--- src/rtl/riscv_pkg.sv ---
// Shared RV32 core definitions: widths, reset PC and PC helpers.
package riscv_pkg;

    localparam int XLEN = 32;
    localparam int ILEN = 32;

    localparam logic [XLEN-1:0] RESET_PC_DEFAULT = 32'h0000_0000;

    typedef logic [XLEN-1:0] addr_t;
    typedef logic [ILEN-1:0] instr_t;

    // Registered IF/ID pipeline contents
    typedef struct packed {
        logic   valid;
        addr_t  pc;
        addr_t  pc_plus4;
        instr_t instr;
    } if_id_t;

    // Force word alignment of a fetch address
    function automatic addr_t pc_align(input addr_t pc);
        return {pc[XLEN-1:2], 2'b00};
    endfunction

    // Sequential successor, wraps mod 2^XLEN
    function automatic addr_t pc_inc(input addr_t pc);
        return pc + addr_t'(4);
    endfunction

endpackage

--- src/rtl/fetch_skid_buffer.sv ---
// Single-entry holding buffer for a fetch response that arrives while
// the IF/ID register is stalled. A valid entry is never overwritten.
module fetch_skid_buffer
    import riscv_pkg::*;
(
    input  logic   i_clk,
    input  logic   i_rst_n,
    input  logic   i_load,
    input  logic   i_clear,
    input  addr_t  i_pc,
    input  instr_t i_instr,
    output logic   o_valid,
    output addr_t  o_pc,
    output instr_t o_instr
);

    logic   valid_q;
    addr_t  pc_q;
    instr_t instr_q;

    // Entry storage; clear wins over load, load ignored while occupied
    always_ff @(posedge i_clk or negedge i_rst_n) begin
        if (!i_rst_n) begin
            valid_q <= 1'b0;
            pc_q    <= '0;
            instr_q <= '0;
        end else if (i_clear) begin
            valid_q <= 1'b0;
        end else if (i_load && !valid_q) begin
            valid_q <= 1'b1;
            pc_q    <= i_pc;
            instr_q <= i_instr;
        end
    end

    assign o_valid = valid_q;
    assign o_pc    = pc_q;
    assign o_instr = instr_q;

endmodule

--- src/rtl/fetch_stage.sv ---
// Instruction fetch stage: PC generation, single outstanding imem request,
// one-entry skid for responses landing during a stall, IF/ID register.
// Redirect has priority over stall and discards all in-flight work.
module fetch_stage
    import riscv_pkg::*;
#(
    parameter logic [XLEN-1:0] RESET_PC = RESET_PC_DEFAULT
) (
    input  logic            i_clk,
    input  logic            i_rst_n,
    input  logic            i_hazard_stall,
    input  logic            i_redirect_valid,
    input  logic [XLEN-1:0] i_redirect_pc,
    output logic            o_imem_req,
    output logic [XLEN-1:0] o_imem_addr,
    input  logic            i_imem_ready,
    input  logic [ILEN-1:0] i_imem_rdata,
    output logic            o_if_id_valid,
    output logic [XLEN-1:0] o_if_id_pc,
    output logic [XLEN-1:0] o_if_id_pc_plus4,
    output logic [ILEN-1:0] o_if_id_instr
);

    addr_t  pc_f_q, pc_f_d;
    addr_t  resp_pc_q, resp_pc_d;
    logic   resp_pending_q, resp_pending_d;
    if_id_t if_id_q, if_id_d;

    logic   skid_load, skid_clear, skid_valid;
    addr_t  skid_pc;
    instr_t skid_instr;

    logic   req_int;
    logic   accept;

    // Request only depends on control inputs and skid occupancy, never on
    // returning data. Reset gating is applied at the port only, so the
    // state logic never sees the async reset as a data input.
    assign req_int     = !i_hazard_stall && !i_redirect_valid && !skid_valid;
    assign accept      = req_int && i_imem_ready;
    assign o_imem_req  = i_rst_n && req_int;
    assign o_imem_addr = pc_align(pc_f_q);

    fetch_skid_buffer u_skid (
        .i_clk   (i_clk),
        .i_rst_n (i_rst_n),
        .i_load  (skid_load),
        .i_clear (skid_clear),
        .i_pc    (resp_pc_q),
        .i_instr (i_imem_rdata),
        .o_valid (skid_valid),
        .o_pc    (skid_pc),
        .o_instr (skid_instr)
    );

    // Next-state: redirect > stall > skid drain > live response > bubble
    always_comb begin
        pc_f_d         = pc_f_q;
        resp_pc_d      = resp_pc_q;
        resp_pending_d = 1'b0;
        if_id_d        = if_id_q;
        skid_load      = 1'b0;
        skid_clear     = 1'b0;

        if (i_redirect_valid) begin
            pc_f_d        = pc_align(i_redirect_pc);
            if_id_d.valid = 1'b0;
            skid_clear    = 1'b1;
        end else begin
            if (accept) begin
                pc_f_d         = pc_inc(pc_f_q);
                resp_pc_d      = pc_f_q;
                resp_pending_d = 1'b1;
            end

            if (i_hazard_stall) begin
                // IF/ID holds; park a landing response in the skid
                skid_load = resp_pending_q;
            end else if (skid_valid) begin
                if_id_d.valid    = 1'b1;
                if_id_d.pc       = skid_pc;
                if_id_d.pc_plus4 = pc_inc(skid_pc);
                if_id_d.instr    = skid_instr;
                skid_clear       = 1'b1;
            end else if (resp_pending_q) begin
                if_id_d.valid    = 1'b1;
                if_id_d.pc       = resp_pc_q;
                if_id_d.pc_plus4 = pc_inc(resp_pc_q);
                if_id_d.instr    = i_imem_rdata;
            end else begin
                if_id_d.valid = 1'b0;
            end
        end
    end

    // Fetch state and IF/ID register
    always_ff @(posedge i_clk or negedge i_rst_n) begin
        if (!i_rst_n) begin
            pc_f_q         <= RESET_PC;
            resp_pc_q      <= '0;
            resp_pending_q <= 1'b0;
            if_id_q        <= '0;
        end else begin
            pc_f_q         <= pc_f_d;
            resp_pc_q      <= resp_pc_d;
            resp_pending_q <= resp_pending_d;
            if_id_q        <= if_id_d;
        end
    end

    assign o_if_id_valid    = if_id_q.valid;
    assign o_if_id_pc       = if_id_q.pc;
    assign o_if_id_pc_plus4 = if_id_q.pc_plus4;
    assign o_if_id_instr    = if_id_q.instr;

endmodule

--- config.mk ---
export PLATFORM = sky130hd
export DESIGN_NAME = fetch_stage
export DESIGN_NICKNAME = d
export VERILOG_FILES = /design/src/rtl/riscv_pkg.sv /design/src/rtl/fetch_skid_buffer.sv /design/src/rtl/fetch_stage.sv
export SDC_FILE = /design/constraint.sdc
export NUM_CORES = 1
export LEC_CHECK = 0
export BUFFER_PORTS_ARGS = -buffer_cell sky130_fd_sc_hd__buf_2
export CAP_MARGIN = 10
export CORE_AREA = 2 2 163 165
export CTS_CLUSTER_SIZE = 25
export DETAILED_ROUTE_END_ITERATION = 10
export DIE_AREA = 0 0 165 167
export HOLD_SLACK_MARGIN = 0.06
export MAX_ROUTING_LAYER = met4
export SETUP_SLACK_MARGIN = 0.02
export SLEW_MARGIN = 20
export SYNTH_ARGS = -nofsm -noshare
export SYNTH_HDL_FRONTEND = slang
export SYNTH_SLANG_ARGS = --single-unit
--- constraint.sdc ---
create_clock -name i_clk -period 4.2 [get_ports i_clk]
set_input_delay 1.05 -clock i_clk [delete_from_list [all_inputs] [get_ports i_clk]]
set_output_delay 1.05 -clock i_clk [all_outputs]
set_load 0.05 [all_outputs]
==> out/metrics.csv <==
metric,value,unit
path_class,register to output pin,
finalCriticalPeriod,2.991,ns
place_hpwl,17.30,mm
worst_clock_skew,0.01009,ns
cts_hold_buffers,0,
synth_top_family_by_area,simple AND/OR/NAND/NOR gates,
drt_iter0_drc,663,
cts-resized-gates,0,
finalHoldViolCount,0,
die_w,165,um
syn_avg_cell_area,10.34,um^2
vias,7892,
grt_pass1_vias,7655,
ys.flop_type,dfrtp_1,
fillers,2460,
antenna_found_initial,0,
layout_common_cells,"nand2_1 (232), dfrtp_1 (216), buf_2 (189)",
area_growth_syn_to_layout,19.75,%
rows,59,
yosys_warnings,0,
initial_core_util,39.56,%
fin_area,12210,um^2
total_leakage_power,0.005699,uW
tightest_slew,0.8550,ns
globalplace.congestion,0.8141,
cts_num_sinks,217,
critPathMaxFanout,42,
diodes,0,
clk_path_buf_depth,3,
synth_adder_area_share,0.2455,%
io_pins,199,
drc_errors,0,
synthCells,986,
seqCellArea,5434,um^2
synthMuxAreaShare,13.26,%
vias_per_cell,5.233,
seqPwrFrac,41.6,%
slew_violations,0,
synth_xor_xnor_area_share,1.289,%
clock.fmax,334.4,MHz
ant_nets,0,
grt_pass1_wl,41.07,mm
p_per_area,576.5,nW/um^2
drt_first_pass_iters,5,
hold_path_class,input port to asynchronous set/reset pin,
numCtsBuffers,24,
switchingPower,2669,uW
synth-simple-area-share,17.21,%
yosys_register_bits,217,
dpl_cell_area,11430,um^2
required,3.15,ns
clock_latency,0.51,ns
post-route-util,47.38,%
finalNetCount,1230,
cts-root-buf,clkbuf_16,
synth_compound_area_share,11.38,%
core_area,25760,um^2
synth_area_leaders,"dfrtp_1 (53%), nand2_1 (8.6%), mux2_2 (8.0%), mux2i_1 (5.3%), o21ai_0 (4.3%)",
fin_crit_sh,71.21,%
p_total,7037,uW
drive_above_1_share,28.13,%
slew_headroom,43.00,%
fin_tns_setup,0,ns
ctsHtreeMaxLevel,1,
cts_tree,yes,
place_inst,1468,
clk_pin_slew,0.06,ns
grt_usage,18.72,%
wire_per_inst,16.67,um
power_frac_comb,29.3,%
clkPwrFrac,29.1,%
port_buffers,190,
internal_power,4368,uW
async_flop_share,100.0,%
end_kind,output pin,
netlist_area,10190,um^2
grt_overflow,0,
rsz0062_at_grt,false,
grt_start_max_net_pins,146,
synth_cell_types,68,
irDropWorstVdd,0.4065,mV
fin_cells,1508,
multiInputGateArea,4463,um^2
seq_area_frac_synth,53.28,%
die_area,27560,um^2
yosys.area.top_type_share,53.28,%
synth-edff-count,0,
postCtsSetupBuffers,0,
mostFrequentLayoutCell,nand2_1,
status,completed,
switching_share,37.93,%
die_h,167,um
cap_violations,0,
routed_wl,25.14,mm
synth_top_cell_by_area,dfrtp_1,
startpoint_type,register,
crit_arrival,1.94,ns
finalSetupViolations,0,
==> final timing paths <==
kind	start	endpoint	slack (ns)	cells after the start
min in group i_clk	o_if_id_instr[26]	o_if_id_instr[26]	0.47	2
worst max-delay path	u_skid.o_valid	o_imem_req	1.21	3
worst min register to register	o_if_id_instr[26]	o_if_id_instr[26]	0.47	2
worst min-delay path	i_rst_n	o_if_id_pc_plus4[12]	0.42	1
worst max register to register	u_skid.o_valid	o_if_id_pc_plus4[16]	1.34	8
max in group asynchronous	i_rst_n	resp_pc_q[6]	2.67	2
==> flip-flops by register name (all words and copies together), names as in the netlist <==
signal / count
o_if_id_instr: 32
u_skid.o_instr: 32
o_if_id_pc: 30
o_if_id_pc_plus4: 30
pc_f_q: 30
resp_pc_q: 30
u_skid.o_pc: 30
o_if_id_valid: 1
resp_pending_q: 1
u_skid.o_valid: 1
==> critical path, stage by stage (launching register included) <==
cell     delay, ns
dfrtp_4       0.68
nor3_1        0.33
and2_1        0.16
buf_2         0.26
==> synth_stat cells (7+ instances only) <==
master,number
xnor2_1,10
o211ai_1,8
a21o_1,7
a21oi_1,11
nand4_1,16
nand2_1,233
clkbuf_1,36
nand3_1,39
o31ai_1,7
nor2_1,28
nand3b_1,8
and3_1,7
buf_2,12
o21ai_0,87
mux2_2,72
o311ai_0,13
a221o_1,9
dfrtp_1,217
a22oi_1,8
nor3_1,12
mux2i_1,54
==> cell type report <==
class / instances / share of cell area (%)
clock buffer: 40 / 6.325
multi-input combinational: 707 / 36.57
tap: 335 / 3.434
sequential: 217 / 44.52
inverter: 3 / 0.09226
timing repair buffer: 206 / 9.062
==> metal layers <==
| metal | vias up | part of all wire, % | global-route usage (%) |
|---|---|---|---|
| met2 | 245 | 42 | 26.76 |
| met3 | 24 | 6.8 | 3.362 |
| met5 | - | 0 | - |
| met1 | 3768 | 50 | 28.02 |
| li1 | 3855 | - | - |
| met4 | 0 | 1.2 | 3.403 |
==> per-stage QoR <==
stage / setup WS (ns) / hold slack [ns]
6_report: 1.209 / 0.4221
4_1_cts: 1.170 / 0.4253
3_3_place_gp: 1.246 / 0.4557
3_5_place_dp: 1.244 / 0.4625
2_1_floorplan: 1.466 / 0.4563
5_1_grt: 1.078 / 0.4422
==> cell families after synthesis <==
family / count (synthesis)
adder cells (fa/ha/maj): 2
flip-flops: 217
multiplexers: 126
other: 1
buffers and inverters: 67
AO/OA/AOI/OAI: 176
AND/OR/NAND/NOR: 382
XOR/XNOR: 15
==> power by group through the flow <==
stage | Clock [uW] | Combinational [uW] | Sequential, uW
final | 2040 | 2060 | 2930
after global routing | 2190 | 2210 | 3010
after CTS | 2100 | 2080 | 2930
after detailed placement | 0 | 2080 | 2970
after global placement | 0 | 2060 | 2940
after floorplan | 0 | 606 | 3830
(Power assumes the default switching activity.)
